`config.mk`:
```
export PLATFORM = sky130hd
export DESIGN_NAME = systolic_sequencer
export DESIGN_NICKNAME = d
export VERILOG_FILES = /design/src/rtl/systolic_sequencer.sv
export SDC_FILE = /design/constraint.sdc
export NUM_CORES = 1
export LEC_CHECK = 0
export CORE_MARGIN = 1.5
export CORE_UTILIZATION = 65
export DETAILED_ROUTE_END_ITERATION = 6
export GPL_TIMING_DRIVEN = 0
export PLACE_DENSITY = 0.87
export SLEW_MARGIN = 20
export SYNTH_ARGS = -nofsm -noshare
export SYNTH_HDL_FRONTEND = slang
export SYNTH_SLANG_ARGS = --single-unit
```
`constraint.sdc`:
```
create_clock -name clk -period 4.73 [get_ports clk]
set_clock_uncertainty 0.15 [all_clocks]
set_input_delay 0.946 -clock clk [delete_from_list [all_inputs] [get_ports clk]]
set_output_delay 0.946 -clock clk [all_outputs]
set_load 0.01 [all_outputs]
```
`src/rtl/systolic_sequencer.sv`:
```
// systolic_sequencer: job controller around a bit-level systolic array.
// Loads 2N interleaved operand words (A0,B0,A1,B1,...) over a valid/ready stream,
// replays them to the array as in1/in2 pairs, flushes with N zero cycles, runs an
// N+1 cycle readout capturing N result words, then drains them over a second
// valid/ready stream.
// Ports:
//   clk, rst_n            clock, asynchronous active-low reset
//   in_data/in_valid/in_ready   operand input stream (ready only in LOAD)
//   usexor_in             accumulate mode, sampled with the first word of a job
//   sa_in1/sa_in2/sa_valid/sa_readout/sa_usexor  array drive
//   sa_out                array result word (valid while sa_readout)
//   res_data/res_valid/res_ready  result output stream
//   busy                  high unless idle in LOAD with nothing loaded
// Option: SYSTOLIC_SEQ_CHECKSUM_EN appends an XOR-of-results word to the drain.
module systolic_sequencer #(
   parameter int N = 8
) (
   input  logic         clk,
   input  logic         rst_n,
   input  logic [N-1:0] in_data,
   input  logic         in_valid,
   output logic         in_ready,
   input  logic         usexor_in,
   output logic [N-1:0] sa_in1,
   output logic [N-1:0] sa_in2,
   output logic         sa_valid,
   output logic         sa_readout,
   output logic         sa_usexor,
   input  logic [N-1:0] sa_out,
   output logic [N-1:0] res_data,
   output logic         res_valid,
   input  logic         res_ready,
   output logic         busy
);
   localparam int CW = $clog2(2*N+1);
   localparam int IW = $clog2(N);
`ifdef SYSTOLIC_SEQ_CHECKSUM_EN
   localparam int LAST = N;
`else
   localparam int LAST = N-1;
`endif
   typedef enum logic [2:0] {LOAD, FEED, FLUSH, READOUT, DRAIN} state_t;
   state_t        state_q, state_d;
   logic [CW-1:0] cnt_q, cnt_d;
   logic          mode_q, mode_d;
   logic [N-1:0]  opa_q [N];
   logic [N-1:0]  opa_d [N];
   logic [N-1:0]  opb_q [N];
   logic [N-1:0]  opb_d [N];
   logic [N-1:0]  res_q [N];
   logic [N-1:0]  res_d [N];
   logic [IW-1:0] load_slot, cur, prev;
   // one counter serves as load beat count, phase cycle count and drain index
   assign load_slot = IW'(cnt_q >> 1);
   assign cur       = IW'(cnt_q);
   assign prev      = IW'(cnt_q - 1'b1);
   assign in_ready   = state_q == LOAD;
   assign busy       = !(state_q == LOAD && cnt_q == '0);
   assign sa_in1     = state_q == FEED ? opa_q[cur] : '0;
   assign sa_in2     = state_q == FEED ? opb_q[cur] : '0;
   assign sa_valid   = state_q == FEED || state_q == FLUSH;
   assign sa_readout = state_q == READOUT;
   assign sa_usexor  = mode_q;
   assign res_valid  = state_q == DRAIN;
`ifdef SYSTOLIC_SEQ_CHECKSUM_EN
   logic [N-1:0] chk_q, chk_d;
   assign res_data = state_q != DRAIN ? '0 : cnt_q == CW'(N) ? chk_q : res_q[cur];
   // first readout cycle clears the running XOR, later cycles fold in each result
   always_comb chk_d = state_q != READOUT ? chk_q : cnt_q == '0 ? '0 : chk_q ^ sa_out;
   always_ff @(posedge clk or negedge rst_n)
      if (!rst_n) chk_q <= '0;
      else chk_q <= chk_d;
`else
   assign res_data = state_q == DRAIN ? res_q[cur] : '0;
`endif
   always_comb begin
      state_d = state_q;
      cnt_d   = cnt_q;
      mode_d  = mode_q;
      opa_d   = opa_q;
      opb_d   = opb_q;
      res_d   = res_q;
      case (state_q)
         LOAD: if (in_valid) begin
            if (cnt_q[0]) opb_d[load_slot] = in_data;
            else opa_d[load_slot] = in_data;
            if (cnt_q == '0) mode_d = usexor_in;
            cnt_d   = cnt_q == CW'(2*N-1) ? '0 : cnt_q + 1'b1;
            state_d = cnt_q == CW'(2*N-1) ? FEED : LOAD;
         end
         FEED, FLUSH: begin
            cnt_d   = cnt_q == CW'(N-1) ? '0 : cnt_q + 1'b1;
            state_d = cnt_q != CW'(N-1) ? state_q : state_q == FEED ? FLUSH : READOUT;
         end
         READOUT: begin
            // the first readout cycle carries no result; cycles 1..N fill R0..R(N-1)
            if (cnt_q != '0) res_d[prev] = sa_out;
            cnt_d   = cnt_q == CW'(N) ? '0 : cnt_q + 1'b1;
            state_d = cnt_q == CW'(N) ? DRAIN : READOUT;
         end
         DRAIN: if (res_ready) begin
            cnt_d   = cnt_q == CW'(LAST) ? '0 : cnt_q + 1'b1;
            state_d = cnt_q == CW'(LAST) ? LOAD : DRAIN;
         end
         default: begin
            state_d = LOAD;
            cnt_d   = '0;
         end
      endcase
   end
   always_ff @(posedge clk or negedge rst_n)
      if (!rst_n) begin
         state_q <= LOAD;
         cnt_q   <= '0;
         mode_q  <= 1'b0;
         opa_q   <= '{default: '0};
         opb_q   <= '{default: '0};
         res_q   <= '{default: '0};
      end else begin
         state_q <= state_d;
         cnt_q   <= cnt_d;
         mode_q  <= mode_d;
         opa_q   <= opa_d;
         opb_q   <= opb_d;
         res_q   <= res_d;
      end
endmodule
```
==> metrics.md <==
| Metric | Value |
|---|---|
| Async SR Flop Fraction | `1.000` |
| Crit path DAT | `approximately 3300 ps` |
| Critical path class | `register to primary output` |
| Hold crit path type | `primary input to async pin` |
| Cell variety after synth | `52` |
| Peak VDD IR | `0.4361 mV` |
| H-tree Lvls | `1` |
| Fillers | `820` |
| Maximum root-to-sink buffer count | `3` |
| HPWL after DPL | `13,630 µm` |
| DR vias | `5,798` |
| Share of cells above drive strength 1 | `0.4559` |
| RSZ-0062 raised after global routing | `false` |
| # diodes | `0` |
| Avg Vias per Cell | `roughly 6.4` |
| Clk Latency, worst-skew pair | `around 500 ps` |
| Syn Std Cell Area | `9692 µm²` |
| Gpl congestion | `0.8421` |
| CTS Hold Bufs | `0` |
| Max Cap Viol | `0` |
| Post-Place Worst Slack | `891.9 ps` |
| Initial antenna violation count | `0` |
| Post-synthesis register bit count | `201` |
| Overall Power | `5.941 mW` |
| Vias in the first global route | `6,384` |
| Crit share post-route | `0.9355` |
| YS warnings | `0` |
| Pre-antenna DRT Iters | `5` |
| Gr ovfl total | `0` |
| Seq/Total Area, Yosys | `0.5190` |
| Post-Synthesis Cells | `638` |
| Number of synthesized flops with an enable pin | `0` |
| Slew @ Worst Pin | `between 800 and 900 ps` |
| Core Area | `14,530 µm²` |
| Main synth FF type | `dfrtp_1` |
| Post-cts resize count | `0` |
| Crit Path Max Fanout | `10` |
| Placed instance count | `873` |
| IO Count | `approximately 50` |
| CTS tree | `done` |
| Max incr delay on CP | `between 600 and 700 ps` |
| Drc violations | `0` |
| Mean post-synth cell area | `15.19 µm²` |
| Clock root buffer | `clkbuf_16` |
| Final hold vios | `0` |
| TNS Setup | `0 ps` |
| CP Launch Type | `register` |
| CP max stage cell | `buf_1` |
| Nets | `739` |
| Global Route Usage Sum | `0.2788` |
| Non-Filler Instances | `910` |
| Fmax | `approximately 230 MHz` |
| Slew headroom | `0.4291` |
| Die Height | `roughly 130 µm` |
| Routed wire length | `20,910 µm` |
| Detailed Route Iter0 Violations | `332` |
| Die X | `roughly 130 µm` |
| Final setup fails | `0` |
| Tmin final | `4425 ps` |
| Die ar. | `~16,000 µm²` |
| Slew Limit Fails | `0` |
| WP data required | `3630 ps` |
| Initial core utilization | `0.6668` |
| CTS sink cnt | `201` |
| # rows | `44` |
| Leakage | `5.018 nW` |
| Postcts setup bufs | `0` |
| P&R area growth vs syn | `15.31%` |
| First-pass GRT wire length | `34,250 µm` |
| Pwr Density | `between 500 and 600 nW/µm²` |
| Synthesized net count | `665` |
| Detail Route Antenna Nets | `0` |
| CP dominant cell by count | `buf_2` |
| CTS clk-pin slew, worst paths | `60 ps` |
| Setup slack after layout | `between 300 and 400 ps` |
| Crit end category | `primary output` |
| Status | `completed` |
| Inserted Clock Buffers | `21` |
| Crit-path cells | `buf_2 > buf_2 > buf_1 > mux4_2 > mux2i_1 > nor2_1 > clkdlybuf4s50_1` |
| Wire per inst | `22.98 µm` |
| Largest net degree at the start of global routing | `107` |
| Port Buffer Count | `50` |
[cell usage in the layout, fill, tap and decap left out, types with 4 or more instances in the layout]
master / count
buf_4: 6
nor2_1: 32
clkdlybuf4s50_1: 49
nor2_2: 6
o21ai_0: 4
nor2b_1: 5
ha_1: 6
dfrtp_1: 201
inv_1: 7
mux2i_1: 25
nor2_4: 5
clkbuf_16: 21
clkbuf_8: 4
nand2b_1: 4
nand2_1: 10
nand3_1: 4
clkinv_2: 5
mux2_2: 188
nand2_2: 8
mux4_2: 48
clkbuf_1: 15
buf_2: 13
mux2_1: 5
[power breakdown]
| group | internal (mW) | switching (mW) | leakage (nW) |
|---|---|---|---|
| logic | 0.984 | 0.965 | 2.00 |
| clock network | 1.04 | 0.672 | 0.361 |
| registers | 2.08 | 0.200 | 2.66 |
| total | 4.10 | 1.84 | 5.02 |
[final timing paths]
kind,endpoint,startpoint,depth (start not counted),slack (ps)
setup reg to reg,cnt_q[2],cnt_q[2],11,1630
setup / recovery,res_data[1],cnt_q[1],7,310
hold reg to reg,opb_q[57],opb_q[57],1,340
max in group asynchronous,opb_q[26],rst_n,2,3190
min in group clk,opb_q[57],opb_q[57],1,340
hold / removal,state_q[2],rst_n,1,300
[cells in the mapped netlist, types with 2 or more instances]
master / count / area, µm²
buf_2: 13 / 65.06
nand3_4: 2 / 35.03
nand2b_1: 4 / 25.02
mux2_2: 188 / 2117
nor2_2: 6 / 37.54
nand2_2: 8 / 50.05
buf_4: 6 / 45.04
nor2_1: 32 / 120.1
nor4_1: 3 / 18.77
a21oi_1: 3 / 15.01
nand2_4: 2 / 22.52
dfrtp_1: 201 / 5030
mux2_1: 5 / 56.30
mux4_2: 48 / 1081
nand3_1: 4 / 20.02
nor2_4: 5 / 56.30
nand4_4: 2 / 42.54
buf_6: 2 / 22.52
nor3_2: 2 / 20.02
nor2b_1: 5 / 31.28
inv_1: 7 / 26.28
xnor2_1: 2 / 17.52
nor3_4: 3 / 48.80
clkbuf_1: 13 / 48.80
nand3_2: 2 / 20.02
ha_1: 6 / 75.07
a211oi_1: 2 / 15.01
nand2_1: 10 / 37.54
mux2i_1: 25 / 250.2
and4_1: 2 / 17.52
o21ai_0: 4 / 20.02
[registers in the layout, indices dropped and copies added (netlist names)]
signal / flops
state_q: 3
sa_usexor: 1
opb_q: 64
res_q: 64
cnt_q: 5
opa_q: 64
[cell type report]
type | instances | area (µm²) | share of cell area
Buffer | 35 | 185.2 | 0.01657
Clock buffer | 27 | 588.1 | 0.05262
Clock inverter | 10 | 132.6 | 0.01187
Inverter | 7 | 26.28 | 0.002351
Multi-Input combinational cell | 395 | 4451 | 0.3982
Sequential cell | 201 | 5030 | 0.4501
Tap cell | 184 | 230.2 | 0.02060
Timing Repair Buffer | 51 | 533.0 | 0.04769
[worst max-delay path, delay by kind of cell, from the launching register on]
| kind | cells | cell delay, ps |
|---|---|---|
| simple gates | 1 | 180 |
| buf+inv | 4 | 1830 |
| mux | 2 | 430 |
| flops | 1 | 390 |
[per-layer routing]
| metal | part of all wire | wire (µm) | vias up | global-route usage |
|---|---|---|---|---|
| met1 | 0.42 | 8711 | 3067 | 0.3788 |
| met5 | 0 | 0 | - | 0 |
| met4 | 0.025 | 519 | 0 | 0.08690 |
| met2 | 0.51 | 10590 | 170 | 0.4642 |
| li1 | - | - | 2507 | - |
| met3 | 0.052 | 1087 | 54 | 0.05178 |
[per-stage QoR]
stage / hold WS [ps] / utilization / area [µm²]
finish: 302.8 / 0.7689 / 11180
floorplan: 303.3 / - / 9692
CTS: 345.7 / 0.7689 / 11180
global route: 359.7 / 0.7689 / 11180
global placement: 318.3 / 0.7171 / 10420
detailed placement: 326.1 / 0.7194 / 10460
[kinds of logic after synthesis]
| group | after synthesis | synth area share |
|---|---|---|
| compound gates | 17 | 0.01343 |
| xor+xnor | 3 | 0.002712 |
| fa+ha+maj | 6 | 0.007746 |
| buf+inv | 42 | 0.02182 |
| flops | 201 | 0.5190 |
| mux | 266 | 0.3616 |
| simple gates | 103 | 0.07372 |
Power figures use the tool's default switching activity.
